File: src/rtl/buff_uart_host.sv
// buff_uart_host: bus-side master that turns a TX byte stream and an RX byte stream
// into single-cycle register accesses on the buffered UART, polling its status first.
// Ports:
//   clk, rst                    clock, synchronous active-high reset
//   tx_data/tx_valid/tx_ready   byte stream to transmit
//   rx_data/rx_valid/rx_ready   byte stream of received bytes (one-entry holding register)
//   read_enable/write_enable    one-cycle bus strobes, never together
//   active_address/data_in      bus address and write data, zero when no strobe
//   data_out                    bus read data, valid the cycle after read_enable
//   tx_count/rx_count           byte counters, present only with BUFF_UART_HOST_STATS_EN
module buff_uart_host #(
    parameter int width          = 8,
    parameter int address_width  = 4,
    parameter int rx_address     = 0,
    parameter int tx_address     = 0,
    parameter int status_address = 1
) (
    input  logic                     clk,
    input  logic                     rst,
    input  logic [width-1:0]         tx_data,
    input  logic                     tx_valid,
    output logic                     tx_ready,
    output logic [width-1:0]         rx_data,
    output logic                     rx_valid,
    input  logic                     rx_ready,
    output logic                     read_enable,
    output logic                     write_enable,
    output logic [address_width-1:0] active_address,
    output logic [width-1:0]         data_in,
    input  logic [width-1:0]         data_out,
    output logic [15:0]              tx_count,
    output logic [15:0]              rx_count
);
    typedef enum logic [2:0] {POLL, STATUS, WRITE, READ, CAPTURE} state_t;
    state_t state_q, state_d;
    logic last_rx_q, last_rx_d, served_q, served_d, rx_valid_q, rx_valid_d;
    logic [width-1:0] rx_data_q, rx_data_d;
    logic tx_go, rx_go, pick_rx;
    always_ff @(posedge clk) begin
        if (rst) begin
            state_q    <= POLL;
            last_rx_q  <= 1'b0;
            served_q   <= 1'b0;
            rx_valid_q <= 1'b0;
            rx_data_q  <= '0;
        end else begin
            state_q    <= state_d;
            last_rx_q  <= last_rx_d;
            served_q   <= served_d;
            rx_valid_q <= rx_valid_d;
            rx_data_q  <= rx_data_d;
        end
    end
    // A tie goes to RX only once something has been served and that was a TX,
    // so the very first tie after reset goes to TX and later ties alternate.
    always_comb begin
        state_d    = POLL;
        last_rx_d  = last_rx_q;
        served_d   = served_q;
        rx_data_d  = rx_data_q;
        rx_valid_d = rx_valid_q && !rx_ready;
        tx_go      = tx_valid && !data_out[1];
        rx_go      = data_out[0] && !rx_valid_q;
        pick_rx    = rx_go && (!tx_go || (served_q && !last_rx_q));
        case (state_q)
            POLL:    state_d = STATUS;
            STATUS:  state_d = pick_rx ? READ : tx_go ? WRITE : POLL;
            WRITE: begin
                last_rx_d = 1'b0;
                served_d  = 1'b1;
            end
            READ:    state_d = CAPTURE;
            CAPTURE: begin
                rx_data_d  = data_out;
                rx_valid_d = 1'b1;
                last_rx_d  = 1'b1;
                served_d   = 1'b1;
            end
            default: state_d = POLL;
        endcase
    end
    // Strobes are masked by rst so the cycles under reset show no access.
    assign read_enable    = !rst && (state_q == POLL || state_q == READ);
    assign write_enable   = !rst && state_q == WRITE;
    assign tx_ready       = write_enable;
    assign active_address = (read_enable && state_q == POLL) ? address_width'(status_address)
                          : read_enable  ? address_width'(rx_address)
                          : write_enable ? address_width'(tx_address) : '0;
    assign data_in        = write_enable ? tx_data : '0;
    assign rx_valid       = rx_valid_q;
    assign rx_data        = rx_data_q;
`ifdef BUFF_UART_HOST_STATS_EN
    logic [15:0] tx_count_q, rx_count_q;
    always_ff @(posedge clk) begin
        if (rst) begin
            tx_count_q <= '0;
            rx_count_q <= '0;
        end else begin
            if (state_q == WRITE) tx_count_q <= tx_count_q + 16'd1;
            if (state_q == CAPTURE) rx_count_q <= rx_count_q + 16'd1;
        end
    end
    assign tx_count = tx_count_q;
    assign rx_count = rx_count_q;
`else
    assign tx_count = '0;
    assign rx_count = '0;
`endif
endmodule

File: config.mk
export PLATFORM = sky130hd
export DESIGN_NAME = buff_uart_host
export DESIGN_NICKNAME = d
export VERILOG_FILES = /design/src/rtl/buff_uart_host.sv
export SDC_FILE = /design/constraint.sdc
export NUM_CORES = 1
export LEC_CHECK = 0
export ABC_AREA = 1
export CAP_MARGIN = 20
export CORE_MARGIN = 2
export CORE_UTILIZATION = 32
export CTS_CLUSTER_DIAMETER = 120
export DETAILED_ROUTE_END_ITERATION = 6
export PLACE_DENSITY = 0.81
export SLEW_MARGIN = 10
export SYNTH_ARGS = -nofsm -noshare
export SYNTH_HDL_FRONTEND = slang
export SYNTH_SLANG_ARGS = --single-unit
File: constraint.sdc
create_clock -name clk -period 1.15 [get_ports clk]
set_input_delay 0.2875 -clock clk [delete_from_list [all_inputs] [get_ports clk]]
set_output_delay 0.2875 -clock clk [all_outputs]
set_load 0.01 [all_outputs]
==> out/summary.txt, run 1 <==
Core outline area = 0.002710 mm2
Per-cell via count in the routed design = 3.726
Setup repair after global routing missed its margin = yes
Setup slack on the worst flop-to-flop path = 80 ps
First-iteration detailed-routing DRC count = 4
Data arrival, critical path = 1160 ps
Clock transition at the registers of the reported paths = 80 ps
Post-Route Utilization = 48.06%
Worst Clk Skew = 6.116 ps
Inserted Diodes = 0
Syn Std Cell Area = 893.4 um2
Layout cells sized above 1 = 31.52%
Buffers from clock root to sink, at most = 2
Pin count of the biggest net entering global routing = 10
Count of unresolved DRC violations after routing = 0
First-pass GRT wire length = 2842 um
Post-Place Cells = 209
Sum of net half-perimeters after detailed placement = 1428 um
Count of pins on the block boundary = 76
Worst setup path class = reg -> out
Total CTS buffers = 3
Mean instance size in the synthesized netlist = 6.925 um2
Count of final hold-check violations = 0
Area taken by flip-flops and latches = 287.8 um2
Final number of setup-violating endpoints = 12
Multi-input logic area = 439.2 um2
Max-capacitance violation count = 0
Number of max-slew violations in the final report = 0
Number of synthesized register bits = 14
Residual antenna-violating net count after detailed routing = 0
Area fraction of the dominant cell type after synthesis = 31.37%
Achievable Freq = 0.6932 GHz
Final cycle utilization of the critical path = 125.4%
Post-synthesis async set-or-reset flop share = 0%
Max FO, Critical Path = 4
Rows = 19
Drt first pass iters = 2
Startpoint types = register
Global placement routability congestion = 0.7052
Tightest Hold Check Type = reg -> reg
Sequential share of the synthesized area = 31.37%
Max VDD drop = 0.5613 mV
Lkg Pwr = 0.6832 nW
Syn. warnings = 0
Number of enable-type register cells in the synthesized netlist = 0
Synth area leaders = dfxtp_1 31%, buf_4 30%, nor2_1 13%
Number of cells in the finished layout apart from fillers = 215
Clock insertion delay at the later pin of the skew report = 260 ps
Power density over the cells = 818.9 mW/mm2
Required time at the worst-slack endpoint = 860 ps
DIE HEIGHT = 56.84 um
Synth cell types = 16
Min Tclk post-route = 1443 ps
Post-Synthesis Cells = 129
Synth area leader = dfxtp_1
Level count of the clock H-tree = 1
Most instantiated cells after synthesis = 36 x buf_4, 30 x nor2_1, 17 x inv_1
Total number of nets in the final design = 206
CP endpoint kind = output port
Result of the run = finished with violations
Total grt overflow = 0
Growth of design area from synthesis to finish = 45.80%
Average wire length per cell after detail routing = 8.600 um
Count of filler cells inserted in the layout = 279
Die width = 56.84 um
Worst Setup Slack, final = -292.5 ps
Initial antenna violation count = 0
Violated checks = negative setup slack
Clock tree from TritonCTS = done
Area of the die = 0.003230 mm2
Buffers on Ports = 40
Total Routing Usage GR = 11.15%
Vias in the first global route = 660
Commonest register cell after synthesis = dfxtp_1
Drt total wl = 1849 um
Most numerous cell in the Yosys netlist = buf_4
Effective utilization at floorplan = 32.96%
Clock root buffer = clkbuf_4
Via count = 801
Sinks on Clock Net = 14
logic make-up after synthesis:
kind of cell           count (synthesis)  synth area share [%]
DFF                                   14                 31.37
other                                  1                0.4198
and+or+nand+nor                       44                 21.01
buffers and inverters                 57                 39.92
AOI/OAI and AO/OA                     13                 7.283
power by group:
part / internal [mW] / switching, mW / leakage (nW)
clock: 0.121 / 0.135 / 0.0138
combinational: 0.143 / 0.154 / 0.554
sequential: 0.499 / 0.0143 / 0.115
timing repair:
item | in CTS | in global routing
hold buffers | 0 | 0
gates resized for setup | 78 | 24
setup endpoints to repair | 21 | 29
setup buffers | 1 | 1
pin swaps | 3 | 0
cloned | 1 | 0
flip-flops by register name, indices dropped and copies added, names as in the netlist:
register,flops
last_rx_q,1
rx_data,8
rx_valid,1
served_q,1
state_q,3
layout by cell type (no fill, tap or decap), types with 3 or more instances in the layout:
master and count:
inv_1 15, nor2_1 26, dfxtp_1 10, clkdlybuf4s50_1 18, buf_4 12, nand2_1 6, a21oi_1 4, o21ai_1 7
clkbuf_4 3, clkbuf_2 8, buf_2 9, nor2_2 3, conb_1 35, dfxtp_2 3, inv_4 3, buf_6 5
area by class of cell:
type / instances / area share, %
multi-input combinational: 93 / 33.72
timing repair buffer: 54 / 33.14
sequential: 14 / 22.09
inverter: 20 / 6.340
tap: 31 / 2.978
clock buffer: 3 / 1.729
critical path, stage by stage (launching register included):
cell and delay (ps):
dfxtp_2 340, nor2_4 160, nand3_2 140, nor2_1 110, buf_2 140
path summary, 6_finish.rpt:
path,startpoint,to,cells after the start
worst max-delay path,state_q[2],data_in[5],4
worst min-delay path,last_rx_q,last_rx_q,2
worst max register to register,state_q[1],served_q,7
worst min register to register,last_rx_q,last_rx_q,2
per-stage QoR:
stage,setup slack (ps),power [mW],instance area (um2),TNS (ps),hold slack (ps)
finish,-292.5,1.067,1303,-3129,465.5
detailed placement,-891.1,0.7905,1269,-12020,456.9
floorplan,3.630,0.7321,1021,0,356.6
global placement,-857.8,0.7883,1269,-11690,445.7
CTS,-279.0,1.054,1281,-3053,469.2
global route,-405.8,1.136,1303,-4249,491.4
per-layer routing:
layer | routed length, um | global-route usage [%] | vias up
met5 | 0 | 0 | -
met4 | 22 | 5.980 | 0
met3 | 105 | 1.613 | 2
met2 | 962 | 18.60 | 27
met1 | 758 | 13.73 | 343
li1 | - | - | 429
Note: power is estimated with default switching activity, not from simulation.
==> run 2: changes to the inputs <==
--- a/config.mk
+++ b/config.mk
@@ -11,7 +11,9 @@
 export CORE_UTILIZATION = 32
 export CTS_CLUSTER_DIAMETER = 120
 export DETAILED_ROUTE_END_ITERATION = 6
+export GPL_TIMING_DRIVEN = 0
 export PLACE_DENSITY = 0.81
+export REMOVE_ABC_BUFFERS = 1
 export SLEW_MARGIN = 10
 export SYNTH_ARGS = -nofsm -noshare
 export SYNTH_HDL_FRONTEND = slang
==> out/summary.txt, run 2 (synthesis results as in run 1) <==
Result of the run = finished with violations
Violated checks = negative setup slack
Setup slack on the worst flop-to-flop path = 30 ps (-50 ps)
Capture point of the worst reg-to-reg path = rx_data[0]
Buffers from clock root to sink, at most = 2 (unchanged)
Level count of the clock H-tree = 1 (unchanged)
Total CTS buffers = 3 (unchanged)
Count of pins on the block boundary = 76 (unchanged)
Hold path startpoint = rst
Worst setup path class = reg -> out
Buffers on Ports = 40 (unchanged)
Max FO, Critical Path = 5 (+1)
Final number of setup-violating endpoints = 12 (unchanged)
RR Startpoint = state_q[0]
Initial antenna violation count = 0 (unchanged)
Average wire length per cell after detail routing = 8.866 um (+3.1%)
Data arrival, critical path = 1200 ps (+40 ps)
Drt total wl = 1853 um (+0.22%)
Finished layout cell area = 0.001255 mm2 (-3.7%)
Count of unresolved DRC violations after routing = 0 (unchanged)
Post-Route Utilization = 46.31% (-1.8 points)
CP endpoint kind = output port
Cell with the largest stage delay on the worst path = dfxtp_4
Total Routing Usage GR = 11.01% (-0.14 points)
Commonest cells after routing, fill and taps aside = 35 x conb_1, 26 x nor2_1, 18 x clkdlybuf4s50_1, 15 x inv_1, 14 x buf_2
Core outline area = 0.002710 mm2 (unchanged)
Setup repair after global routing missed its margin = yes
Min Tclk post-route = 1484 ps (+41.83 ps)
Final cycle utilization of the critical path = 129.1% (+3.6 points)
Rows = 19 (unchanged)
Setup crit end = data_in[4]
Worst Setup Slack, final = -334.4 ps (-41.83 ps)
First-iteration detailed-routing DRC count = 15 (+11)
Critical path, cell by cell = nor2_4 -> nand3_4 -> nor2_1 -> buf_2
Total number of nets in the final design = 199 (-3.4%)
Met3 Routed Length = 158 um (+50%)
Drt first pass iters = 4 (+2)
Inserted Diodes = 0 (unchanged)
Worst Clk Skew = 0.7213 ps (-5.394 ps)
Wire length on met1 = 708 um (-6.6%)
Critical Path Max Stage Delay = 360 ps (+20 ps)
Vias in the first global route = 611 (-7.4%)
Global placement routability congestion = 0.7423 (+5.3%)
Layout cells sized above 1 = 30.34% (-1.2 points)
DIE HEIGHT = 56.84 um (unchanged)
First-pass GRT wire length = 2704 um (-4.9%)
Met2 Wirelength = 944 um (-1.9%)
Pin count of the biggest net entering global routing = 12 (+2)
Area of the die = 0.003230 mm2 (unchanged)
Total negative setup slack = -3783 ps (-654.0 ps)
Topmost layer with routed signal wires = met4
Number of max-slew violations in the final report = 0 (unchanged)
Effective utilization at floorplan = 32.96% (unchanged)
Clock root buffer = clkbuf_4
Sinks on Clock Net = 14 (unchanged)
Count of filler cells inserted in the layout = 295 (+5.7%)
Setup slack after placement = -989.2 ps (-98.07 ps)
Number of cells on the worst reg-to-reg path = 5 (-2)
Sum of net half-perimeters after detailed placement = 1262 um (-12%)
Lkg Pwr = 0.6590 nW (-3.5%)
Leading cell type in the layout, fill and taps excluded = conb_1
Growth of design area from synthesis to finish = 40.48%
Tightest Hold Check Type = in -> reg
Per-cell via count in the routed design = 3.766 (+1.1%)
Post-detailed-placement cell area = 0.001179 mm2 (-7.1%)
Via count = 787 (-1.7%)
Power density over the cells = 902.6 mW/mm2 (+10%)
Clock tree from TritonCTS = done
Count of final hold-check violations = 0 (unchanged)
Total grt overflow = 0 (unchanged)
Clock transition at the registers of the reported paths = 80 ps (about the same)
Achievable Freq = 0.6737 GHz (-2.8%)
Max-capacitance violation count = 0 (unchanged)
Max VDD drop = 0.6047 mV (+7.7%)
Residual antenna-violating net count after detailed routing = 0 (unchanged)
Clock insertion delay at the later pin of the skew report = 280 ps (+20 ps)
Flip-flop count of the largest register after layout = 8 (unchanged)
Critical path startpoint = state_q[2]
Die width = 56.84 um (unchanged)
Startpoint types = register
Required time at the worst-slack endpoint = 860 ps (about the same)
==> run 2: through the flow <==
stage	hold slack [ps]	std cells	total power, mW
floorplan	356.6	126	0.6411
global placement	453.0	197	0.7524
detailed placement	458.2	197	0.7528
CTS	422.9	207	1.129
global route	428.8	209	1.202
finish	417.0	209	1.133
==> run 2: cell type report <==
cell class | count | area (um2) | share of cell area, %
Inverter | 20 | 85.08 | 6.780
Multi-Input combinational cell | 93 | 439.2 | 35.00
Tap cell | 31 | 38.79 | 3.091
Timing Repair Buffer | 46 | 355.3 | 28.32
Clock buffer | 4 | 36.28 | 2.891
Timing Repair inverter | 1 | 6.256 | 0.4985
Sequential cell | 14 | 294.0 | 23.43
==> run 2: where the power goes <==
group / switching [mW] / leakage (nW) / internal, mW
Sequential: 0.0167 / 0.117 / 0.497
Combinational: 0.148 / 0.521 / 0.119
Clock: 0.159 / 0.0210 / 0.193
Total: 0.324 / 0.659 / 0.809
==> run 2: worst max-delay path: cells and delay by family, from the launching register on <==
| kind | cells | cell delay, ps |
|---|---|---|
| buffers and inverters | 1 | 140 |
| DFF | 1 | 360 |
| and+or+nand+nor | 3 | 420 |
==> run 2: worst min-delay path by stage <==
stage | end | slack, ps | cells past startpoint
finish | rx_valid | 420 | 2
global route | rx_valid | 430 | 2
CTS | last_rx_q | 420 | 2
detailed placement | last_rx_q | 460 | 2
global placement | last_rx_q | 450 | 2
floorplan | last_rx_q | 360 | 1
==> run 2: metal layers <==
metal	track usage (%)	up-vias
met4	6.977	0
met2	16.61	32
met3	4.378	4
met5	0	-
li1	-	419
met1	12.89	332
==> run 2: what timing repair did <==
item	4_1_cts	5_1_grt
resized for setup	86	24
gates cloned	1	1
hold buffers	0	0
pin swaps	4	2
endpoints found under the setup margin	21	31
hold endpoints to repair	0	0
buffers inserted	5	1
==> run 3: changes to the inputs <==
--- a/config.mk
+++ b/config.mk
@@ -5,10 +5,9 @@
 export SDC_FILE = /design/constraint.sdc
 export NUM_CORES = 1
 export LEC_CHECK = 0
-export ABC_AREA = 1
 export CAP_MARGIN = 20
 export CORE_MARGIN = 2
-export CORE_UTILIZATION = 32
+export CORE_UTILIZATION = 33
 export CTS_CLUSTER_DIAMETER = 120
 export DETAILED_ROUTE_END_ITERATION = 6
 export GPL_TIMING_DRIVEN = 0
==> out/summary.txt, run 3 <==
Worst Clk Skew = 1.555 ps (+0.8339 ps)
Clock tree from TritonCTS = done
Total Routing Usage GR = 10.17% (-0.84 points)
Level count of the clock H-tree = 1 (unchanged)
First-pass GRT wire length = 2691 um (-0.48%)
Max FO, Critical Path = 3 (-2)
Synth area leaders = dfxtp_1 30%, buf_4 29%, nand2_1 6.3%
Core outline area = 0.002734 mm2 (+0.88%)
Drt total wl = 1943 um (+4.9%)
Worst Setup Slack, final = -567.8 ps (-233.4 ps)
Area of the die = 0.003315 mm2 (+2.6%)
Die width = 57.58 um (+1.3%)
Commonest register cell after synthesis = dfxtp_1
Leading cell type in the layout, fill and taps excluded = conb_1
Average wire length per cell after detail routing = 9.913 um (+12%)
Buffering stage count on the worst path with inverters included = 3 (+2)
Final cycle utilization of the critical path = 149.4% (+20 points)
Number of cells in the finished layout apart from fillers = 196 (-6.2%)
Sequential share of the synthesized area = 29.59% (-1.8 points)
Result of the run = finished with violations
Pin count of the biggest net entering global routing = 18 (+6)
Effective utilization at floorplan = 34.65% (+1.7 points)
Total negative setup slack = -7127 ps (-3344 ps)
Hold WS = 391.3 ps (-25.64 ps)
Residual antenna-violating net count after detailed routing = 0 (unchanged)
Critical path depth in cells = 5 (+1)
Area fraction of the dominant cell type after synthesis = 29.59% (-1.8 points)
Most instantiated cells after synthesis = 37 x buf_4, 16 x nand2_1, 14 x dfxtp_1
Via count = 777 (-1.3%)
Cell depth of the worst hold path = 2 (unchanged)
Syn. warnings = 0 (unchanged)
Buffers on Ports = 40 (unchanged)
Total number of nets in the final design = 187 (-6.0%)
Vias in the first global route = 596 (-2.5%)
Growth of design area from synthesis to finish = 45.97%
Count of final hold-check violations = 0 (unchanged)
Count of pins on the block boundary = 76 (unchanged)
Achievable Freq = 0.5821 GHz (-14%)
Critical path, cell by cell = nor4b_4 -> buf_2 -> buf_6 -> and2_4 -> buf_6
Max VDD drop = 0.6085 mV (+0.62%)
Initial antenna violation count = 0 (unchanged)
Post-synthesis async set-or-reset flop share = 0% (unchanged)
Drt first pass iters = 2 (-2)
Data arrival, critical path = 1430 ps (+230 ps)
Lkg Pwr = 0.6401 nW (-2.9%)
First-iteration detailed-routing DRC count = 19 (+4)
Min Tclk post-route = 1718 ps (+233.4 ps)
Synth area leader = dfxtp_1
Cell with the largest stage delay on the worst path = dfxtp_4
Startpoint types = register
Inserted Diodes = 0 (unchanged)
Count of unresolved DRC violations after routing = 0 (unchanged)
Post-detailed-placement cell area = 0.001194 mm2 (+1.3%)
Library cell appearing most often on the critical path = buf_6
Global placement routability congestion = 0.7016 (-5.5%)
Sinks on Clock Net = 14 (unchanged)
Number of max-slew violations in the final report = 0 (unchanged)
Worst setup path class = reg -> out
Post-Route Utilization = 50.57% (+4.3 points)
Tightest Hold Check Type = in -> reg
Buffers from clock root to sink, at most = 2 (unchanged)
Number of cells on the worst reg-to-reg path = 5 (unchanged)
Number of synthesized register bits = 14 (unchanged)
CTS hold repair buffers = 0 (unchanged)
Setup repair after global routing missed its margin = yes
Most numerous cell in the Yosys netlist = buf_4
Power density over the cells = 759.4 mW/mm2 (-16%)
Number of enable-type register cells in the synthesized netlist = 0 (unchanged)
Setup slack on the worst flop-to-flop path = -170 ps (-200 ps)
Finished layout cell area = 0.001383 mm2 (+10%)
DIE HEIGHT = 57.58 um (+1.3%)
Per-cell via count in the routed design = 3.964 (+5.3%)
Total grt overflow = 0 (unchanged)
Mean instance size in the synthesized netlist = 8.308 um2 (+20%)
Required time at the worst-slack endpoint = 860 ps (about the same)
Syn Std Cell Area = 947.2 um2 (+6.0%)
Layout cells sized above 1 = 38.79% (+8.5 points)
Commonest cells after routing, fill and taps aside = 35 x conb_1, 18 x clkdlybuf4s50_1, 18 x buf_6, 13 x nand2_1
Gate family responsible for the most delay along the worst path = simple AND/OR/NAND/NOR gates
Total CTS buffers = 3 (unchanged)
Setup slack after placement = -1459 ps (-469.6 ps)
Violated checks = negative setup slack
Post-Place Cells = 177 (-10%)
Critical Path Max Stage Delay = 360 ps (about the same)
Post-Synthesis Cells = 114 (-12%)
Clock insertion delay at the later pin of the skew report = 270 ps (about the same)
Clock root buffer = clkbuf_4
Flip-flop count of the largest register after layout = 8 (unchanged)
Clock transition at the registers of the reported paths = 80 ps (about the same)
Synth cell types = 26 (+10)
Rows = 19 (unchanged)
CP endpoint kind = output port
Final number of setup-violating endpoints = 21 (+9)
Max-capacitance violation count = 0 (unchanged)
Sum of net half-perimeters after detailed placement = 1293 um (+2.4%)
Overall Power = 1.050 mW (-7.3%)
## run 3: cell type report
type | instances | area [um2]
multi-input combinational | 92 | 518.0
sequential | 14 | 292.8
clock buffer | 3 | 22.52
tap | 31 | 38.79
fill | 272 | 1351
inverter | 1 | 3.754
timing repair buffer | 55 | 506.7
## run 3: cells by family (layout without fill, tap and decap cells)
kind of cell | Yosys count | in the layout | share of synthesized area, %
DFF | 14 | 14 | 29.59
other | 1 | 35 | 0.3959
AOI/OAI and AO/OA | 16 | 16 | 9.777
buffers and inverters | 43 | 59 | 34.21
xor gates and xnor gates | 2 | 2 | 1.850
and+or+nand+nor | 38 | 39 | 24.18
## run 3: path summary, 6_finish.rpt
path	startpoint	to
setup / recovery	state_q[2]	data_in[2]
hold / removal	rst	served_q
setup reg to reg	state_q[0]	rx_data[6]
hold reg to reg	rx_data[4]	rx_data[4]
## run 3: power by group
group / switching (mW) / total [mW] / internal, mW
combinational: 0.136 / 0.283 / 0.147
sequential: 0.00993 / 0.504 / 0.494
clock: 0.142 / 0.263 / 0.121
total: 0.288 / 1.05 / 0.762
## run 3: worst reg2reg max path: stages, from the launching register on
cell	delay, ps
dfxtp_4	360
buf_6	120
buf_6	120
or3b_4	440
nand2_1	90
a21oi_1	60
## run 3: per-layer routing
layer  global-route usage [%]  vias to the layer above  share of wire (%)  wire length [um]
met2                    17.86                       34                 52              1003
li1                         -                      404                  -                 -
met4                   0.9967                        0                  0                 0
met3                    4.308                        0                8.7               170
met1                    11.91                      339                 40               768
met5                        0                        -                  0                 0
## run 3: repair_timing
item,4_1_cts,5_1_grt
pin swaps,9,6
setup endpoints to repair,34,31
cloned,1,1
resized for setup,89,37
setup buffers,7,7
==> patch 1, RTL diff (config.mk and constraints of run 1) <==
`rx_data_q` no longer has a reset.
--- a/src/rtl/buff_uart_host.sv
+++ b/src/rtl/buff_uart_host.sv
@@ -42,14 +42,16 @@
             last_rx_q  <= 1'b0;
             served_q   <= 1'b0;
             rx_valid_q <= 1'b0;
-            rx_data_q  <= '0;
         end else begin
             state_q    <= state_d;
             last_rx_q  <= last_rx_d;
             served_q   <= served_d;
             rx_valid_q <= rx_valid_d;
-            rx_data_q  <= rx_data_d;
         end
+    end
+
+    always_ff @(posedge clk) begin
+        rx_data_q <= rx_data_d;
     end
     // A tie goes to RX only once something has been served and that was a TX,
     // so the very first tie after reset goes to TX and later ties alternate.
Formal check against the unedited RTL: differs if rst is asserted again (counterexample within 10 cycles, from zero or initial values and one cycle with rst high); with rst held inactive, the same outputs for 10 cycles.
==> patch 1 against run 1 <==
Non-clock buffer count is 2 lower. Synthesized area is 4.2% lower. Setup slack worse by 0.035 ns. Combinational power is 18% lower. Wire length is 0.27% lower. Largest power group unchanged. Clock power is 8.2% higher. Count of clock-buffer cells in the layout is 1 higher. Cell area is 6.9% lower. Highest routed layer unchanged. The flow still finishes with violations (setup timing). Die area is 3.9% lower. Synthesized cell count is 20% lower. Sequential cell count stayed put. Total power is 0.42% higher.
==> patch 1: results (changes against run 1) <==
[timing]
final-setup-viol-count = 20  ; +8
fin_ws_ns = -0.328  ; -0.0355 ns
worst_clock_skew_ns = 0.00497  ; -0.00114 ns

[place]
place_ws_ns = -0.986  ; -0.0952 ns
place_area_sq_um = 1220  ; -3.9%
gp_congestion = 0.799  ; +13%
dp_hpwl_microns = 1480  ; +3.8%

[drt]
vias_per_cell = 3.80  ; +1.9%
routedWlPerCell_microns = 9.86  ; +15%
firstDrtPassIters = 4  ; +2
drtIter0Drc = 25  ; +21

[finish]
fillers = 245  ; -12%
drive_above_1_share_pct = 30.6  ; -0.95 points

[global_routing]
grt_pass1_vias = 635  ; -3.8%
grt_pass1_wl_microns = 2770  ; -2.4%
track_usage_pct = 11.2  ; +0.077 points

[yosys]
yosysUniqueCellTypes = 15  ; -1
synth-edff-count = 8  ; +8
synth_common_cells = buf_4, inv_1, nor2_1
seq_area_frac_synth_pct = 42.1  ; +11 points
yosys-top-cells-area = buf_4, edfxtp_1, dfxtp_1
synthFlopType = edfxtp_1
synth_compound_area_share_pct = 2.92  ; -4.4 points

[run_status]
violations = setup timing
status = finished with violations

[min_path]
hold_class = in2reg

[critical_path]
cp_max_fo = 3  ; -1
crit_arrival_ns = 1.19  ; +0.03 ns

[power_and_ir_drop]
power.leakage_nw = 0.637  ; -6.7%
peakVddDrop_uv = 482  ; -14%

==> patch 1: cell count changes after synthesis <==
cell,run 1,this run
nand3_1,2,1
inv_1,17,18
nor2_1,30,14
buf_6,1,0
o21ai_1,8,0
dfxtp_1,14,6
nand3b_1,1,2
nor3_1,1,2
nand3_2,2,1
inv_2,3,1
edfxtp_1,0,8
==> patch 1: cells by family after synthesis <==
kind of cell | after synthesis
compound gates | 5
buf+inv | 55
flops | 14
other cells | 1
simple gates | 28
==> patch 1: metrics by stage <==
step / total power, mW / cells / setup TNS (ns) / hold slack [ns] / utilization [%]
2_1_floorplan: 0.755 / 137 / 0 / 0.357 / -
3_3_place_gp: 0.792 / 180 / -11.63 / 0.449 / 48.7
3_5_place_dp: 0.799 / 180 / -12.09 / 0.502 / 48.7
4_1_cts: 1.07 / 185 / -3.24 / 0.391 / 48.4
5_1_grt: 1.12 / 187 / -4.64 / 0.416 / 48.5
6_report: 1.07 / 187 / -3.49 / 0.393 / 48.5
==> patch 1: power by group through the flow <==
stage | combinational (mW) | sequential [mW] | clock (mW)
3_3_place_gp | 0.232 | 0.560 | 0
4_1_cts | 0.235 | 0.552 | 0.284
2_1_floorplan | 0.192 | 0.563 | 0
5_1_grt | 0.265 | 0.553 | 0.304
6_report | 0.243 | 0.552 | 0.277
3_5_place_dp | 0.238 | 0.561 | 0
==> patch 1: area by class of cell <==
cell class / count / area share (%)
tap: 30 / 3.10
inverter: 19 / 5.88
timing repair buffer: 52 / 33.1
clock buffer: 4 / 2.17
multi-input combinational: 68 / 25.3
sequential: 14 / 30.4
==> patch 1: path summary, 6_finish.rpt <==
| check | from | to | slack, ns | depth (start not counted) |
|---|---|---|---|---|
| max | state_q[2] | read_enable | -0.33 | 5 |
| min | rst | rx_valid | 0.39 | 2 |
| max reg2reg | state_q[1] | rx_data[1] | -0.04 | 5 |
| min reg2reg | last_rx_q | last_rx_q | 0.50 | 2 |
==> patch 1: timing repair <==
action                     4_1_cts  5_1_grt
setup endpoints to repair       28       24
buffers inserted                 1        2
gates resized for setup         88        8
pin swaps                        2        1
==> patch 1: metal layers <==
layer | track usage, % | routed length, microns | vias to the layer above
met3 | 2.33 | 154 | 6
met1 | 10.1 | 559 | 313
li1 | - | - | 349
met2 | 21.9 | 1080 | 42
met4 | 7.67 | 54 | 0
met5 | 0 | 0 | -
==> patch 1: worst max-delay path, stage by stage (launching register included) <==
cell	delay, ns
dfxtp_2	0.35
nor2_4	0.11
buf_4	0.13
o21ai_1	0.07
a21oi_1	0.12
buf_2	0.15
==> patch 2, RTL diff (config.mk and constraints of run 1) <==
Without the edit above. The option `BUFF_UART_HOST_STATS_EN` is turned on by a define.
--- a/src/rtl/buff_uart_host.sv
+++ b/src/rtl/buff_uart_host.sv
@@ -8,6 +8,8 @@
 //   active_address/data_in      bus address and write data, zero when no strobe
 //   data_out                    bus read data, valid the cycle after read_enable
 //   tx_count/rx_count           byte counters, present only with BUFF_UART_HOST_STATS_EN
+`define BUFF_UART_HOST_STATS_EN
+
 module buff_uart_host #(
     parameter int width          = 8,
     parameter int address_width  = 4,
Formal check against the unedited RTL: not equivalent (a bounded check fails within 4 cycles, from zero or initial values and one cycle with rst high).
==> patch 2 against run 1 <==
The run still ends with setup timing left. Sequential cell count rose by 32. Clock power rose to 4.1 times the old value. Cell area rose to 3.3 times the old value. Final cell count rose to 2.8 times the old value. Wire length rose to 4.1 times the old value. Via count rose to 3.4 times the old value. Synthesized cell count rose to 2.7 times the old value. Synthesized area rose to 2.5 times the old value. Setup slack got worse by 0.13 ns. Total power rose to 3.0 times the old value. Largest cell class unchanged.
==> patch 2: results (changes against run 1) <==
[yosys]
synth_top_area_share_pct = 40.6  ; +9.2 points
synth-adder-area-share_pct = 1.10  ; +1.1 points
seq_area_frac_synth_pct = 40.6  ; +9.2 points
synth_common_cells = nor2_1, nand2_1, dfxtp_1, inv_1, nand3_1
syn_inst = 349  ; +170%
synth_compound_area_share_pct = 8.65  ; +1.4 points

[drt]
wl_met2_microns = 3960  ; +310%
firstDrtPassIters = 4  ; +2
dr_total_vias = 2748  ; +240%

[power_and_ir_drop]
peakVddDrop_uv = 742  ; +32%
internal_power_mw = 2.35  ; +210%

[cts]
htree_num_levels = 2  ; +1
cts_root_buf = clkbuf_8
worstSkewPairLatency_ns = 0.30  ; +0.04 ns
cts_buffers = 5  ; +2

[die]
fp-row-count = 30  ; +11

[global_routing]
grt_start_max_net_pins = 23  ; +13

[place]
place_area_sq_um = 3570  ; +180%
io_buffers = 72  ; +80%
dp_hpwl_microns = 4560  ; +220%

[timing]
tns_ns = -13.99  ; -10.86 ns
fin_ws_ns = -0.421  ; -0.129 ns
final-setup-viol-count = 56  ; +44

[run_status]
status = finished with violations
violations = setup timing

[critical_path]
crit_end = data_in[2]
ff2ff_path_depth = 11  ; +4
path_delay_family = flip-flops

[min_path]
holdPathEnd = rx_data[3]

[patch 2: changes by cell type after synthesis, sizes merged, moves of 2 or more]
| cell | change |
|---|---|
| nor2 | +64 |
| nand2 | +62 |
| dfxtp | +32 |
| buf | -29 |
| inv | +27 |
| nand3 | +21 |
| a21oi | +14 |
| o21ai | +11 |
| nand4 | +7 |
| clkbuf | +3 |
| ha | +2 |
| nor3 | +2 |
[patch 2: area by class of cell]
cell class	instances	area (sq um)
fillers	598	2570
multi-input cells	246	1600
repair buffers	157	1280
flip-flops and latches	46	981
inverters	48	198
well taps	96	120
clock buffers	7	86.3
clock inverters	1	5.00
[patch 2: layer usage]
| metal | GRT usage [%] | vias up |
|---|---|---|
| met5 | 0 | - |
| li1 | - | 1389 |
| met3 | 4.29 | 7 |
| met1 | 20.5 | 1262 |
| met2 | 33.5 | 90 |
| met4 | 3.86 | 0 |
